[src/rtl/cp0_timer.sv]
// CP0 Count/Compare timer: Count advances once every DIV clocks; Compare match raises timer_int.
// Optional: define CP0_TIMER_IRQ_EN to build the pending flag and match comparator.
module cp0_timer #(
    parameter int unsigned WIDTH        = 32,
    parameter int unsigned DIV          = 2,
    parameter logic [5:0]  COUNT_ADDR   = 6'd9,
    parameter logic [5:0]  COMPARE_ADDR = 6'd11
) (
    input  logic             clk,
    input  logic             rst,
    input  logic             mtc0_we,
    input  logic             exception,
    input  logic [5:0]       cp0_addr,
    input  logic [WIDTH-1:0] mtc0_data,
    input  logic             count_freeze,
    output logic [WIDTH-1:0] cp0_Count_data,
    output logic [WIDTH-1:0] cp0_Compare_data,
    output logic             timer_int
);

    localparam int unsigned DW = (DIV > 1) ? $clog2(DIV) : 1;
    localparam logic [DW-1:0] DIV_LAST = DW'(DIV - 1);

    logic [DW-1:0]    div_q;
    logic [WIDTH-1:0] count_q;
    logic [WIDTH-1:0] compare_q;
    logic             wr;
    logic             count_wr;
    logic             compare_wr;
    logic             tick;

    assign wr         = mtc0_we & ~exception;
    assign count_wr   = wr & (cp0_addr == COUNT_ADDR);
    assign compare_wr = wr & (cp0_addr == COMPARE_ADDR);
    assign tick       = ~count_freeze & (div_q == DIV_LAST);

    // Divider: a Count write restarts the prescale period so the next tick is DIV clocks away
    always_ff @(posedge clk or posedge rst) begin
        if (rst) begin
            div_q <= '0;
        end else if (count_wr) begin
            div_q <= '0;
        end else if (!count_freeze) begin
            div_q <= (div_q == DIV_LAST) ? '0 : DW'(div_q + DW'(1));
        end
    end

    // Count: the write wins over a same-cycle tick
    always_ff @(posedge clk or posedge rst) begin
        if (rst) begin
            count_q <= '0;
        end else if (count_wr) begin
            count_q <= mtc0_data;
        end else if (tick) begin
            count_q <= WIDTH'(count_q + WIDTH'(1));
        end
    end

    always_ff @(posedge clk or posedge rst) begin
        if (rst) begin
            compare_q <= '0;
        end else if (compare_wr) begin
            compare_q <= mtc0_data;
        end
    end

`ifdef CP0_TIMER_IRQ_EN
    logic pending_q;
    logic match;

    // Looking one count ahead lets the flag rise on the same edge Count lands on Compare
    assign match = tick & ~count_wr & (WIDTH'(count_q + WIDTH'(1)) == compare_q);

    always_ff @(posedge clk or posedge rst) begin
        if (rst) begin
            pending_q <= 1'b0;
        end else if (compare_wr) begin
            pending_q <= 1'b0;
        end else if (match) begin
            pending_q <= 1'b1;
        end
    end

    assign timer_int = pending_q;
`else
    assign timer_int = 1'b0;
`endif

    assign cp0_Count_data   = count_q;
    assign cp0_Compare_data = compare_q;

endmodule

[config.mk]
export PLATFORM = sky130hd
export DESIGN_NAME = cp0_timer
export DESIGN_NICKNAME = d
export VERILOG_FILES = /design/src/rtl/cp0_timer.sv
export SDC_FILE = /design/constraint.sdc
export NUM_CORES = 1
export LEC_CHECK = 0
export ABC_AREA = 1
export CAP_MARGIN = 0
export CORE_UTILIZATION = 40
export DETAILED_ROUTE_END_ITERATION = 8
export PLACE_DENSITY = 0.74
export SYNTH_ARGS = -nofsm -noshare
export SYNTH_HDL_FRONTEND = slang
export SYNTH_SLANG_ARGS = --single-unit
[constraint.sdc]
create_clock -name clk -period 3 [get_ports clk]
set_input_delay 0.45 -clock clk [delete_from_list [all_inputs] [get_ports clk]]
set_output_delay 0.45 -clock clk [all_outputs]
set_load 0.02 [all_outputs]
==> impl_metrics.csv <==
group,metric,value,unit
status,status,"completed",
power_and_ir_drop,internal_power,2100,uW
clock_network,clk_root_buffer_cell,"sky130_fd_sc_hd__clkbuf_8",
yosys,synth_nets,602,
placed_design,place_congestion,0.927,
floorplan,start_util,0.412,
global_routing,vias_in_the_first_global_route,3849,
power_and_ir_drop,share_seq_of_total_power,0.397,
global_routing,grt_antenna_before_repair,0,
yosys,yosysWarnings,0,
setup_path,crit_path_top_delay_cell,"sky130_fd_sc_hd__clkdlybuf4s50_1",
routing,dr_total_vias,3953,
clock_network,clockBufferDepth,2,
yosys,mappedNetlistArea,3800,um2
setup_path,crit_arrival,1470,ps
global_routing,grt_usage,0.241,
routing,drt-vias-per-instance,4.98,
yosys,synthesis.area_per_instance,6.82,um2
setup_path,critical-path-top-delay-family,"buffers and inverters",
timing,slew_viol_final,0,
power_and_ir_drop,power_switching_share,0.362,
setup_path,critPathMaxStageDelay,680,ps
clock_network,tritoncts,"built",
setup_path,timing.reg2reg.setup_slack,1270,ps
yosys,synth.distinct_cells,27,
setup_path,worst_path_cell_chain,"clkdlybuf4s50_1",
routing,met2_routed_wirelength,5270,um
setup_path,crit_fanout,6,
clock_network,post_cts.repair.setup_buffers,0,
timing,clock_skew,7.06,ps
yosys,postSynthRegisterBits,65,
routing,drtIter0Drc,292,
placed_design,dpl.cell_count,778,
power_and_ir_drop,power_leakage,0.00244,uW
power_and_ir_drop,ir_drop,0.241,mV
yosys,synth_seq_area_share,0.428,
power_and_ir_drop,power_frac_clock,0.261,
timing,timing_hold_violations_final,0,
cells_and_area,final_layout_size_suffix_gt1_frac,0.0541,
placed_design,placement.cell_area,4950,um2
global_routing,grt-ovfl-total,0,
clock_network,max_h_tree_level,3,
power_and_ir_drop,p_switching,1200,uW
setup_path,cp_data_required_time,2550,ps
floorplan,core_region,9240,um2
timing,maxSlewHeadroom,0.443,
placed_design,place_hpwl,8210,um
floorplan,fp.dieArea,9900,um2
setup_path,crit_path_start_kind,"register",
cells_and_area,layout.nets,704,
timing,fin_crit_sh,0.638,
cells_and_area,number_of_fill_cells,907,
routing,drt_pre_antenna_iters,5,
timing,timing.final.setup_violations,0,
clock_network,cts-buffers-inserted,9,
timing,setup_tns,0,ps
placed_design,port_buffers,106,
routing,dr_wl_met3,595,um
routing,postRouteAntennaNets,0,
floorplan,site_row_count,35,
cells_and_area,antenna_cells,0,
routing,met1_length,5050,um
global_routing,grt_pass1_wl,18700,um
cells_and_area,layout_commonest_cell,"sky130_fd_sc_hd__nand2_1",
cells_and_area,most-common-layout-cells,"sky130_fd_sc_hd__nand2_1, sky130_fd_sc_hd__nand3_1, sky130_fd_sc_hd__clkdlybuf4s50_1",
cells_and_area,stdcell_area,5170,um2
job,max_cap_violations,0,
routing,routed_wire_length_per_instance,14.0,um
clock_network,cts_resized,0,
hold_path,min-delay-path-class,"reg2reg",
global_routing,largest_net_degree_at_the_start_of_global_routing,66,
setup_path,endpoint_kind,"output pin",
floorplan,vertical_die_dimension,99.5,um
clock_network,number_of_hold_repair_buffers_added_at_the_cts_stage,0,
floorplan,die_width,99.5,um
clock_network,tritoncts_num_sinks,65,
yosys,syn_inst,558,
timing,fmax,522,MHz
setup_path,setup.worst_path.class,"reg2out",
power_and_ir_drop,cell_area_power_density,637,nW/um2
power_and_ir_drop,combPwrFrac,0.341,
clock_network,cts.clk_slew.worst_paths,70,ps
setup_path,cp.buffers_inverters,1,
routing,detail_route.drc_violations,0,
floorplan,pin_count,108,
timing,layout_min_cycle_time,1920,ps
routing,top_layer_used,"met4",
timing,rsz_0062_raised_after_global_routing,"no",
clock_network,clkLatencyLatePin,340,ps
timing,max_slew.worst_pin.slew,835,ps
cells_and_area,synthToLayoutAreaGrowth,36.1,%
cells_and_area,final-instance-count-excl-fill,794,
routing,finalWirelength,11200,um
## metal layers
metal | vias up | track usage
met3 | 23 | 0.0330
met5 | - | 0
li1 | 1947 | -
met2 | 148 | 0.387
met4 | 0 | 0.0984
met1 | 1835 | 0.331
## sequential cells by signal, indices dropped and copies added, names as in the netlist
| signal | count |
|---|---|
| cp0_Count_data | 32 |
| cp0_Compare_data | 32 |
| div_q | 1 |
## synthesized netlist by cell type (all sizes together)
cell	instances	area share
clkinv	9	0.0089
nor2	50	0.057
nand2	226	0.22
ha	1	0.0033
inv	50	0.049
conb	1	0.00099
nand4	1	0.0016
clkbuf	5	0.0049
and2	2	0.0033
nor3	1	0.0026
dfrtp	65	0.43
nand3	106	0.14
xor2	4	0.0092
xnor2	3	0.0069
nand3b	1	0.0020
o21ai	6	0.0079
o21bai	5	0.0099
a21oi	3	0.0039
o211ai	2	0.0066
buf	17	0.031
## per-stage QoR
step                      power (uW)  hold slack [ps]  worst slack (ps)   util
after floorplan                 1880              492               924      -
after global placement          2420              455               981  0.535
after detailed placement        2450              459               912  0.535
after CTS                       3320              476              1080  0.560
after global routing            3490              494              1020  0.560
final                           3300              472              1080  0.560
## kinds of logic (layout without fill, tap and decap cells)
group / count (synthesis) / after routing / synth area share
adder cells (fa/ha/maj): 1 / 1 / 0.00329
other: 1 / 1 / 0.000986
AO/OA/AOI/OAI: 16 / 16 / 0.0283
buffers and inverters: 81 / 188 / 0.0937
XOR/XNOR: 7 / 7 / 0.0161
AND/OR/NAND/NOR: 387 / 387 / 0.430
flip-flops: 65 / 65 / 0.428
## worst paths after layout
check | from | end | depth (start not counted)
max | cp0_Count_data[10]$_DFFE_PP0P_ | cp0_Count_data[10] | 1
min in group asynchronous | rst | cp0_Compare_data[2]$_DFFE_PP0P_ | 3
max reg2reg | cp0_Count_data[0]$_DFFE_PP0P_ | cp0_Count_data[26]$_DFFE_PP0P_ | 8
min | cp0_Compare_data[0]$_DFFE_PP0P_ | cp0_Compare_data[0]$_DFFE_PP0P_ | 2
max in group asynchronous | rst | cp0_Count_data[7]$_DFFE_PP0P_ | 3
min reg2reg | cp0_Compare_data[0]$_DFFE_PP0P_ | cp0_Compare_data[0]$_DFFE_PP0P_ | 2
## power groups by stage
stage	Clock (uW)	Combinational [uW]	Sequential, uW
after floorplan	0	395	1480
after global placement	0	1100	1320
after detailed placement	0	1130	1320
after CTS	874	1130	1310
after global routing	916	1230	1350
final	861	1130	1310
## area by class of cell
type	count	area, um2	share of cell area
repair buffers	113	1110	0.215
clock buffers	11	151	0.0293
well taps	129	161	0.0312
clock inverters	5	77.6	0.0150
flip-flops and latches	65	1630	0.314
inverters	59	221	0.0428
multi-input cells	412	1820	0.352
Note: power is estimated with default switching activity, not from simulation.
==> RTL change 1: new RTL, config.mk and constraints unchanged <==
Build with the macro `CP0_TIMER_IRQ_EN` defined.
--- a/src/rtl/cp0_timer.sv
+++ b/src/rtl/cp0_timer.sv
@@ -1,5 +1,7 @@
 // CP0 Count/Compare timer: Count advances once every DIV clocks; Compare match raises timer_int.
 // Optional: define CP0_TIMER_IRQ_EN to build the pending flag and match comparator.
+`define CP0_TIMER_IRQ_EN
+
 module cp0_timer #(
     parameter int unsigned WIDTH        = 32,
     parameter int unsigned DIV          = 2,
Formal check against the unedited RTL: not equivalent (Yosys sat finds a counterexample within 4 cycles, from zero or initial values and one cycle with rst high).
==> RTL change 1 against the original RTL <==
Cell area increased by 13%. Fmax shrank 18%. Setup slack worse by 0.43 ns. Area after synthesis is 16% higher. Non-clock buffer count grew 2. Power rose by 21%. First-iteration DRC count rose by 14%. Wire length up 28%. Sequential cell count is 1 higher.
==> RTL change 1: results (changes against the original RTL) <==
| Metric | Value |
|---|---|
| Synth Area in Compound Gates | 10.6% (+7.8 points) |
| Slowest CP cell | dfrtp_1 |
| GRT met3 Usage | 4.38% (+1.1 points) |
| Dpl cell area | 5660 um2 (+15%) |
| DRT iter0 DRCs | 332 (+14%) |
| GP Congestion | 0.862 (-7.0%) |
| Nets@finish | 815 (+16%) |
| Reg2reg end | timer_int |
| Logic power comb | 0.00184 W (+63%) |
| CP arrival | 2.62 ns (+1.15 ns) |
| Synth Net Count | 703 (+17%) |
| Post-synthesis sequential area ratio | 37.5% (-5.3 points) |
| Hpwl dp | 10800 um (+32%) |
| Worst-Skew Late Latency | 0.36 ns (+0.02 ns) |
| GRT met1 Usage | 33.8% (+0.75 points) |
| Post-synth top cells | 235 x nand2_1, 103 x inv_1, 68 x nand3_1 |
| Status | complete, no violations |
| First-pass GRT wire length | 23200 um (+24%) |
| Largest net degree at the start of global routing | 65 (-1.5%) |
| Drt wl/cell | 15.7 um (+11%) |
| Top Family by Delay on Critical Path | simple AND/OR/NAND/NOR gates |
| Proportion of layout cells with a drive suffix above 1 | 5.54% (+0.13 points) |
| Worst hold margin | 0.516 ns (+0.0438 ns) |
| Max incr delay on CP | 0.47 ns (-0.21 ns) |
| Via/cell ratio | 5.26 (+5.7%) |
| Static Leak | 2.71 nW (+11%) |
| Clock Skew | 0.0226 ns (+0.0155 ns) |
| Top cells by area, synth | dfrtp_1 37%, nand2_1 20%, inv_1 8.8% |
| R2R depth | 13 (+5) |
| Power Total | 0.00400 W (+21%) |
| GRT Overall Usage | 26.3% (+2.1 points) |
| Psw | 0.00178 W (+49%) |
| Largest fanout on the critical path | 8 (+2) |
| Metal2 WL | 6700 um (+27%) |
| Worst vdd ir | 0.000372 V (+54%) |
| Clock transition at path regs | 0.09 ns (+0.02 ns) |
| # placed instances | 896 (+15%) |
| I/O Buffers | 107 (+0.94%) |
| Hold Path Class | in2async |
| Crit end category | flip-flop |
| Pre-CTS setup slack | 0.538 ns (-0.374 ns) |
| Xor/xnor cell area share of the yosys netlist | 2.04% (+0.43 points) |
| Final WL | 14300 um (+28%) |
| Reg power frac | 37.2% (-2.5 points) |
[RTL change 1: changes by cell type in the layout (fill, tap and decap cells not counted), sizes merged, moves of 5 or more]
cell	before	now
inv	50	104
nand3	106	68
o21ai	6	36
o221ai	0	30
nor2	50	67
nand2	226	241
nand3b	1	9
clkinv	11	5
nand4	1	6
o21bai	5	0
[RTL change 1: logic make-up (layout without fill, tap and decap cells)]
group,Yosys count,count (layout)
buf+inv,119,236
flops,66,66
xor+xnor,7,7
simple gates,396,396
fa+ha+maj,1,1
compound gates,70,70
[RTL change 1: area by class of cell]
class	instances	area (um2)
clock buffer	11	131
clock inverter	5	31.3
fill	1029	4680
inverter	105	394
multi-input combinational	474	2300
sequential	66	1650
tap	136	170
timing repair buffer	115	1140
==> RTL change 2: new RTL, same flow settings <==
Without the edit above. Put one more register stage on the output `cp0_Count_data`, without a reset. The value now appears one clock later. The other outputs are not delayed to match.
--- a/src/rtl/cp0_timer.sv
+++ b/src/rtl/cp0_timer.sv
@@ -86,7 +86,9 @@
     assign timer_int = 1'b0;
 `endif
 
-    assign cp0_Count_data   = count_q;
+    always_ff @(posedge clk) begin
+        cp0_Count_data <= count_q;
+    end
     assign cp0_Compare_data = compare_q;
 
 endmodule
Formal check against the unedited RTL: not equivalent (a bounded check fails within 4 cycles, from zero or initial values and one cycle with rst high).
==> RTL change 2 against the original RTL <==
Power increased by 17%. Critical path type unchanged. Area after synthesis up 18%. Sequential cell count increased by 32. Setup slack better by 0.097 ns. Final cell count grew 5.7%. Cell area rose by 13%. Critical path depth did not move. Via count up 0.58%. Synthesized cell count rose by 5.9%. Wire length is 2.5% lower.
==> RTL change 2: results (changes against the original RTL) <==
| Metric | Value |
|---|---|
| GRT Overall Usage | 20.1% (-4.0 points) |
| Final WL | 10900 um (-2.5%) |
| Clock Skew | 0.0186 ns (+0.0115 ns) |
| Status | complete, no violations |
| Worst hold path depth | 0 (-2) |
| Max incr delay on CP | 0.64 ns (-0.04 ns) |
| Static Leak | 2.70 nW (+10%) |
| Post-synth top cells | 188 x nand2_1, 87 x inv_1, 78 x nand3_1 |
| Post-route insts no fill | 839 (+5.7%) |
| Proportion of layout cells with a drive suffix above 1 | 6.44% (+1.0 points) |
| Synth Net Count | 635 (+5.5%) |
| R2R Setup Slk | 1.41 ns (+0.14 ns) |
| Nets@finish | 738 (+4.8%) |
| Clock transition at path regs | 0.10 ns (+0.03 ns) |
| Metal3 WL | 697 um (+17%) |
| First-pass GRT wire length | 18200 um (-2.9%) |
| Top cells by area, synth | dfrtp_1 36%, nand2_1 16%, dfxtp_1 14% |
| Largest fanout on the critical path | 2 (-4) |
| Via/cell ratio | 4.74 (-4.8%) |
| Metal2 WL | 4930 um (-6.6%) |
| Post-synthesis sequential area ratio | 50.6% (+7.8 points) |
| DRT iter0 DRCs | 208 (-29%) |
| M1 WL | 5110 um (+1.1%) |
| Worst-Skew Late Latency | 0.37 ns (+0.03 ns) |
| Fin crit share | 60.6% (-3.2 points) |
RTL change 2: cell types whose count changed after synthesis, sizes merged, moves of 2 or more:
cell | before | now
o211ai | 2 | 5
o21ai | 6 | 39
nand2 | 226 | 191
inv | 50 | 90
nor2 | 50 | 53
nand3 | 106 | 79
buf | 17 | 15
a21oi | 3 | 1
dfxtp | 0 | 32
clkinv | 9 | 0
RTL change 2: worst paths after layout:
path                                      start                    to
setup / recovery           cp0_Compare_data[17]  cp0_Compare_data[17]
hold / removal                      count_q[31]    cp0_Count_data[31]
setup reg to reg                     count_q[0]           count_q[22]
hold reg to reg                     count_q[31]    cp0_Count_data[31]
max in group asynchronous                   rst   cp0_Compare_data[6]
min in group asynchronous                   rst  cp0_Compare_data[18]
RTL change 2: logic make-up (layout without fill, tap and decap cells):
kind of cell / count (synthesis) / after routing / synth area share [%]
buf+inv: 109 / 217 / 9.85
compound gates: 50 / 50 / 6.70
fa+ha+maj: 1 / 1 / 0.279
simple gates: 326 / 326 / 31.1
xor+xnor: 7 / 7 / 1.37
other cells: 1 / 1 / 0.0836
flops: 97 / 97 / 50.6
RTL change 2: routing by layer:
layer	vias to the layer above	global-route usage, %
met5	-	0
met4	0	5.97
met3	11	4.60
li1	2025	-
met1	1829	27.8
met2	111	31.4
RTL change 2: where the power goes:
part	switching (W)	total [W]	internal, W
Sequential	0.000310	0.00193	0.00162
Combinational	0.000587	0.00114	0.000553
Clock	0.000442	0.000795	0.000353
Total	0.00134	0.00387	0.00253
RTL change 2: area by class of cell:
cell class / count / area share, %
clock inverter: 4 / 0.472
clock buffer: 12 / 2.68
tap: 140 / 3.00
sequential: 97 / 38.8
multi-input combinational: 385 / 30.4
inverter: 90 / 5.79
timing repair buffer: 111 / 18.8
